**config.mk**
```make
export PLATFORM = sky130hd
export DESIGN_NAME = button_event_gen
export DESIGN_NICKNAME = d
export VERILOG_FILES = /design/src/rtl/button_event_gen.sv
export SDC_FILE = /design/constraint.sdc
export NUM_CORES = 1
export LEC_CHECK = 0
export BUFFER_PORTS_ARGS = -buffer_cell sky130_fd_sc_hd__buf_2
export CAP_MARGIN = 15
export CORE_MARGIN = 2
export CORE_UTILIZATION = 47
export CTS_BUF_LIST = sky130_fd_sc_hd__clkbuf_2 sky130_fd_sc_hd__clkbuf_4 sky130_fd_sc_hd__clkbuf_8
export DETAILED_ROUTE_END_ITERATION = 6
export SLEW_MARGIN = 20
export SYNTH_ARGS = -nofsm -noshare
export SYNTH_HDL_FRONTEND = slang
export SYNTH_SLANG_ARGS = --single-unit
```
**constraint.sdc**
```tcl
create_clock -name clk_i -period 5.7 [get_ports clk_i]
set_input_delay 1.14 -clock clk_i [delete_from_list [all_inputs] [get_ports clk_i]]
set_output_delay 1.14 -clock clk_i [all_outputs]
set_load 0.01 [all_outputs]
```
**src/rtl/button_event_gen.sv**
```systemverilog
// button_event_gen: debounced button levels to one-cycle press/repeat events plus a priority-encoded event bus.
module button_event_gen #(
    parameter int HOLD_CLOCKS   = 50_000_000,
    parameter int REPEAT_CLOCKS = 10_000_000
) (
    input  logic       clk_i,
    input  logic       rst_i,
    input  logic       btnu_i,
    input  logic       btnd_i,
    input  logic       btnl_i,
    input  logic       btnr_i,
    input  logic       btnc_i,
    output logic       btnu_o,
    output logic       btnd_o,
    output logic       btnl_o,
    output logic       btnr_o,
    output logic       btnc_o,
    output logic       evt_valid_o,
    output logic [2:0] evt_code_o,
    output logic       evt_repeat_o
);
    localparam int MAXC = (HOLD_CLOCKS > REPEAT_CLOCKS) ? HOLD_CLOCKS : REPEAT_CLOCKS;
    localparam int CW = $clog2(MAXC);
    localparam logic [CW-1:0] HOLD_TC = CW'(HOLD_CLOCKS - 1);
    localparam logic [CW-1:0] REP_TC = CW'(REPEAT_CLOCKS - 1);

    typedef enum logic [1:0] {IDLE, HOLD, REPEAT} state_t;

    logic [4:0] lvl, pulse_d, pulse_q, rep_d, rep_q;
    logic       evt_valid_d, evt_valid_q, evt_repeat_d, evt_repeat_q;
    logic [2:0] evt_code_d, evt_code_q;

    // channel index: 0=U 1=D 2=L 3=R 4=C
    assign lvl = {btnc_i, btnr_i, btnl_i, btnd_i, btnu_i};

    for (genvar g = 0; g < 5; g++) begin : g_ch
        state_t        state_q, state_d;
        logic [CW-1:0] cnt_q, cnt_d;
        logic          p_d, r_d;
        always_ff @(posedge clk_i or posedge rst_i) begin
            if (rst_i) begin
                state_q    <= IDLE;
                cnt_q      <= '0;
                pulse_q[g] <= 1'b0;
                rep_q[g]   <= 1'b0;
            end else begin
                state_q    <= state_d;
                cnt_q      <= cnt_d;
                pulse_q[g] <= p_d;
                rep_q[g]   <= r_d;
            end
        end
        always_comb begin
            state_d = state_q;
            cnt_d   = cnt_q;
            p_d     = 1'b0;
            r_d     = rep_q[g];
            if (!lvl[g]) begin
                state_d = IDLE;
                cnt_d   = '0;
            end else begin
                case (state_q)
                    IDLE: begin
                        p_d     = 1'b1;
                        r_d     = 1'b0;
                        cnt_d   = '0;
                        state_d = HOLD;
                    end
                    HOLD: begin
                        p_d     = (cnt_q == HOLD_TC);
                        r_d     = (cnt_q == HOLD_TC) | rep_q[g];
                        cnt_d   = (cnt_q == HOLD_TC) ? '0 : cnt_q + 1'b1;
                        state_d = (cnt_q == HOLD_TC) ? REPEAT : HOLD;
                    end
                    REPEAT: begin
                        p_d   = (cnt_q == REP_TC);
                        r_d   = (cnt_q == REP_TC) | rep_q[g];
                        cnt_d = (cnt_q == REP_TC) ? '0 : cnt_q + 1'b1;
                    end
                    default: state_d = IDLE;
                endcase
            end
        end
        assign pulse_d[g] = p_d;
        assign rep_d[g]   = r_d;
    end

    // bus priority C > U > D > L > R, fed from next-state pulses to stay aligned with btnX_o
    always_comb begin
        evt_valid_d  = |pulse_d;
        evt_code_d   = pulse_d[4] ? 3'd5 : pulse_d[0] ? 3'd1 : pulse_d[1] ? 3'd2 :
                       pulse_d[2] ? 3'd3 : pulse_d[3] ? 3'd4 : 3'd0;
        evt_repeat_d = pulse_d[4] ? rep_d[4] : pulse_d[0] ? rep_d[0] : pulse_d[1] ? rep_d[1] :
                       pulse_d[2] ? rep_d[2] : pulse_d[3] ? rep_d[3] : 1'b0;
    end

    always_ff @(posedge clk_i or posedge rst_i) begin
        if (rst_i) begin
            evt_valid_q  <= 1'b0;
            evt_code_q   <= 3'd0;
            evt_repeat_q <= 1'b0;
        end else begin
            evt_valid_q  <= evt_valid_d;
            evt_code_q   <= evt_code_d;
            evt_repeat_q <= evt_repeat_d;
        end
    end

    assign {btnc_o, btnr_o, btnl_o, btnd_o, btnu_o} = pulse_q;
    assign evt_valid_o  = evt_valid_q;
    assign evt_code_o   = evt_code_q;
    assign evt_repeat_o = evt_repeat_q;
endmodule

```
==> summary.md <==
| Metric | Value |
|---|---|
| Status | completed |
| Critical Path AT | 3.42 ns |
| Max Cap Violations | 0 |
| Top-count cell post-synth | dfrtp_1 |
| Hold Fails Final Rpt | 0 |
| GRT Total Usage | a little under a fifth |
| Area Overhead vs Synth | 9.63% |
| Vias | 6703 |
| Post-CTS resize count | 0 |
| Layout Skew | 0.0151 ns |
| Unrepaired setup endpoints after global routing | no |
| CTS tree | done |
| Hold buffers post-CTS | 0 |
| Peak Freq | 322 MHz |
| Drt pass-1 iters | 5 |
| Post-synth ARST share | 100% |
| Setup crit end kind | flop |
| Synth cell types | 65 |
| Worst-path clk slew | around 0.08 ns |
| Worst slew pin tran | 0.871 ns |
| Die area | 19400 µm² |
| Mapped Cells | 949 |
| NumNets Final | 994 |
| CTS Buf Count | 17 |
| First-pass GRT wire length | 30.6 mm |
| EDFF count, synth | 0 |
| Routed Antenna Nets | 0 |
| Worst vdd ir | 0.000237 V |
| Buf/Inv on CP | 0 |
| Post-CTS setup buffers | 0 |
| Register area share after synthesis | 45.0% |
| Critical Path Max Stage Delay | 0.74 ns |
| Starting Density | approximately 48% |
| Top FF cell, synth | dfrtp_1 |
| H-tree levels | 4 |
| Setup CP Type | reg -> reg |
| # IOs | 17 |
| Largest net degree at the start of global routing | 68 |
| Post-Syn Area | around 8600 µm² |
| Leak pwr | approximately 3.9 nW |
| Max Buffers Root-to-Sink | 2 |
| Sink Count | roughly 160 |
| Slowest CP cell | a21o_1 |
| Rel. slew slack | 41.9% |
| Final routed DRC violation total | 0 |
| Crit-path max FO | 31 |
| Synth top area share | 45.0% |
| Crit-path cells | ha_1, and3_1, nand4_1, o41ai_1, a21o_1, nor2b_1, nor2_1 |
| Final worst path period share | a little over half |
| Commonest cells post-synth | dfrtp_1, nor2_1, nand2_1, o21ai_0, nand3_1 |
| Clk root buf | clkbuf_8 |
| Initial antenna violation count | 0 |
| HP Class | reg -> reg |
| Main area contributors after synthesis | dfrtp_1, o21ai_0, nor2_1 |
| Crit-path leading delay family | compound AO/OA/AOI/OAI gates |
| PwrDens | about 240 nW/µm² |
| Slew Viols, Final | 0 |
| Skew-Pair Late Insertion Delay | 0.47 ns |
| Routability cong. | slightly below 0.8 |
| Final wirelength | 17.5 mm |
| Layout cell share with drive strength beyond 1 | ~8.4% |
| 1st-iter DRT viols | between 300 and 400 |
| Sum Neg Setup Slack | 0 ns |
| Height of the die | 139 µm |
| Diodes inserted | 0 |
| Core area | 18000 µm² |
| Syn nets | approximately 1000 |
| Wire length per cell | 14.5 µm |
| Die width | 139 µm |
| Flip-flop and latch count after synthesis | between 150 and 200 |
| Final setup violation count | 0 |
| Largest area contributor in the netlist | dfrtp_1 |
| Warnings, synthesis | 0 |
| Row count | 49 |
| Startpoint Class | flop |
| Post-layout min period | 3.11 ns |
| Via-to-Cell Ratio | 5.57 |
| Syn avg cell area | 9.08 µm² |
| Worst Path Required | 6.02 ns |
| GRT Residual Overflow | 0 |
| DP HPWL | 12.0 mm |
| Port Buffers | 16 |
| Total power | 0.00229 W |
| Vias in the first global route | 6397 |
## through the flow
| step | cell area [µm²] | instances | utilization (%) | setup slack [ns] | hold slack, ns |
|---|---|---|---|---|---|
| detailed placement | 8930 | 1172 | 49.7 | 2.50 | 0.486 |
| global route | 9450 | 1204 | 52.6 | 2.23 | 0.517 |
| finish | 9450 | 1204 | 52.6 | 2.59 | 0.493 |
| floorplan | 8620 | 949 | - | 0.382 | 0.446 |
| global placement | 8930 | 1172 | 49.7 | 2.57 | 0.479 |
| CTS | 9450 | 1204 | 52.6 | 2.57 | 0.498 |
## layer usage
layer  track usage [%]  vias to the layer above  wire length, µm
li1                  -                     3418                -
met1              26.8                     3194             9030
met2              29.5                       82             7760
met3              4.30                        9              571
met4              5.26                        0              149
met5                 0                        -                0
## cells in the final DEF, fill, tap and decap left out, drive strengths merged, types with 24 or more instances in the layout
cell type  count
xor2          40
nand4         29
nand2         84
o21ai        109
and3          25
nor2         106
o31ai         28
ha            25
nor3          24
nand3         64
inv           35
buf           26
dfrtp        155
## state kept, by name (all words and copies together) (netlist names), 3 cells and up
register	flops
g_ch.cnt_q	130
g_ch.state_q	10
evt_code_o	3
rep_q	5
## area by class of cell
class                      count  area [µm²]
multi-input combinational    727        4470
clock buffer                  21         277
tap                          229         287
inverter                      35         136
fill                        1612        8520
clock inverter                11         239
timing repair buffer          26         155
sequential                   155        3880
## path summary, 6_finish.rpt
check | start | end | slack (ns) | cells after the start
worst max register to register | g_ch[2].cnt_q[0]$_DFFE_PP0P_ | g_ch[2].cnt_q[12]$_DFFE_PP0P_ | 2.59 | 7
worst min register to register | g_ch[4].cnt_q[6]$_DFFE_PP0P_ | g_ch[4].cnt_q[6]$_DFFE_PP0P_ | 0.49 | 1
worst max-delay path | g_ch[2].cnt_q[0]$_DFFE_PP0P_ | g_ch[2].cnt_q[12]$_DFFE_PP0P_ | 2.59 | 7
worst min-delay path | g_ch[4].cnt_q[6]$_DFFE_PP0P_ | g_ch[4].cnt_q[6]$_DFFE_PP0P_ | 0.49 | 1
max in group asynchronous | rst_i | g_ch[0].cnt_q[4]$_DFFE_PP0P_ | 3.83 | 3
min in group asynchronous | rst_i | g_ch[1].cnt_q[10]$_DFFE_PP0P_ | 0.75 | 2
## report_power, final
part,leakage [nW],switching [W],internal [W]
Clock,0.253,0.000416,0.000643
Sequential,2.14,0.00000679,0.00111
Combinational,1.48,0.0000861,0.0000334
Total,3.87,0.000508,0.00179
## kinds of logic after synthesis
family                     after synthesis  share of synthesized area, %
and+or+nand+nor                        440                          27.3
AOI/OAI and AO/OA                      196                          13.9
DFF                                    155                          45.0
buffers and inverters                   67                          3.37
xor gates and xnor gates                61                          6.20
adders and majority gates               25                          3.63
muxes                                    5                         0.624
No activity file was read; power rests on OpenSTA's default activity.
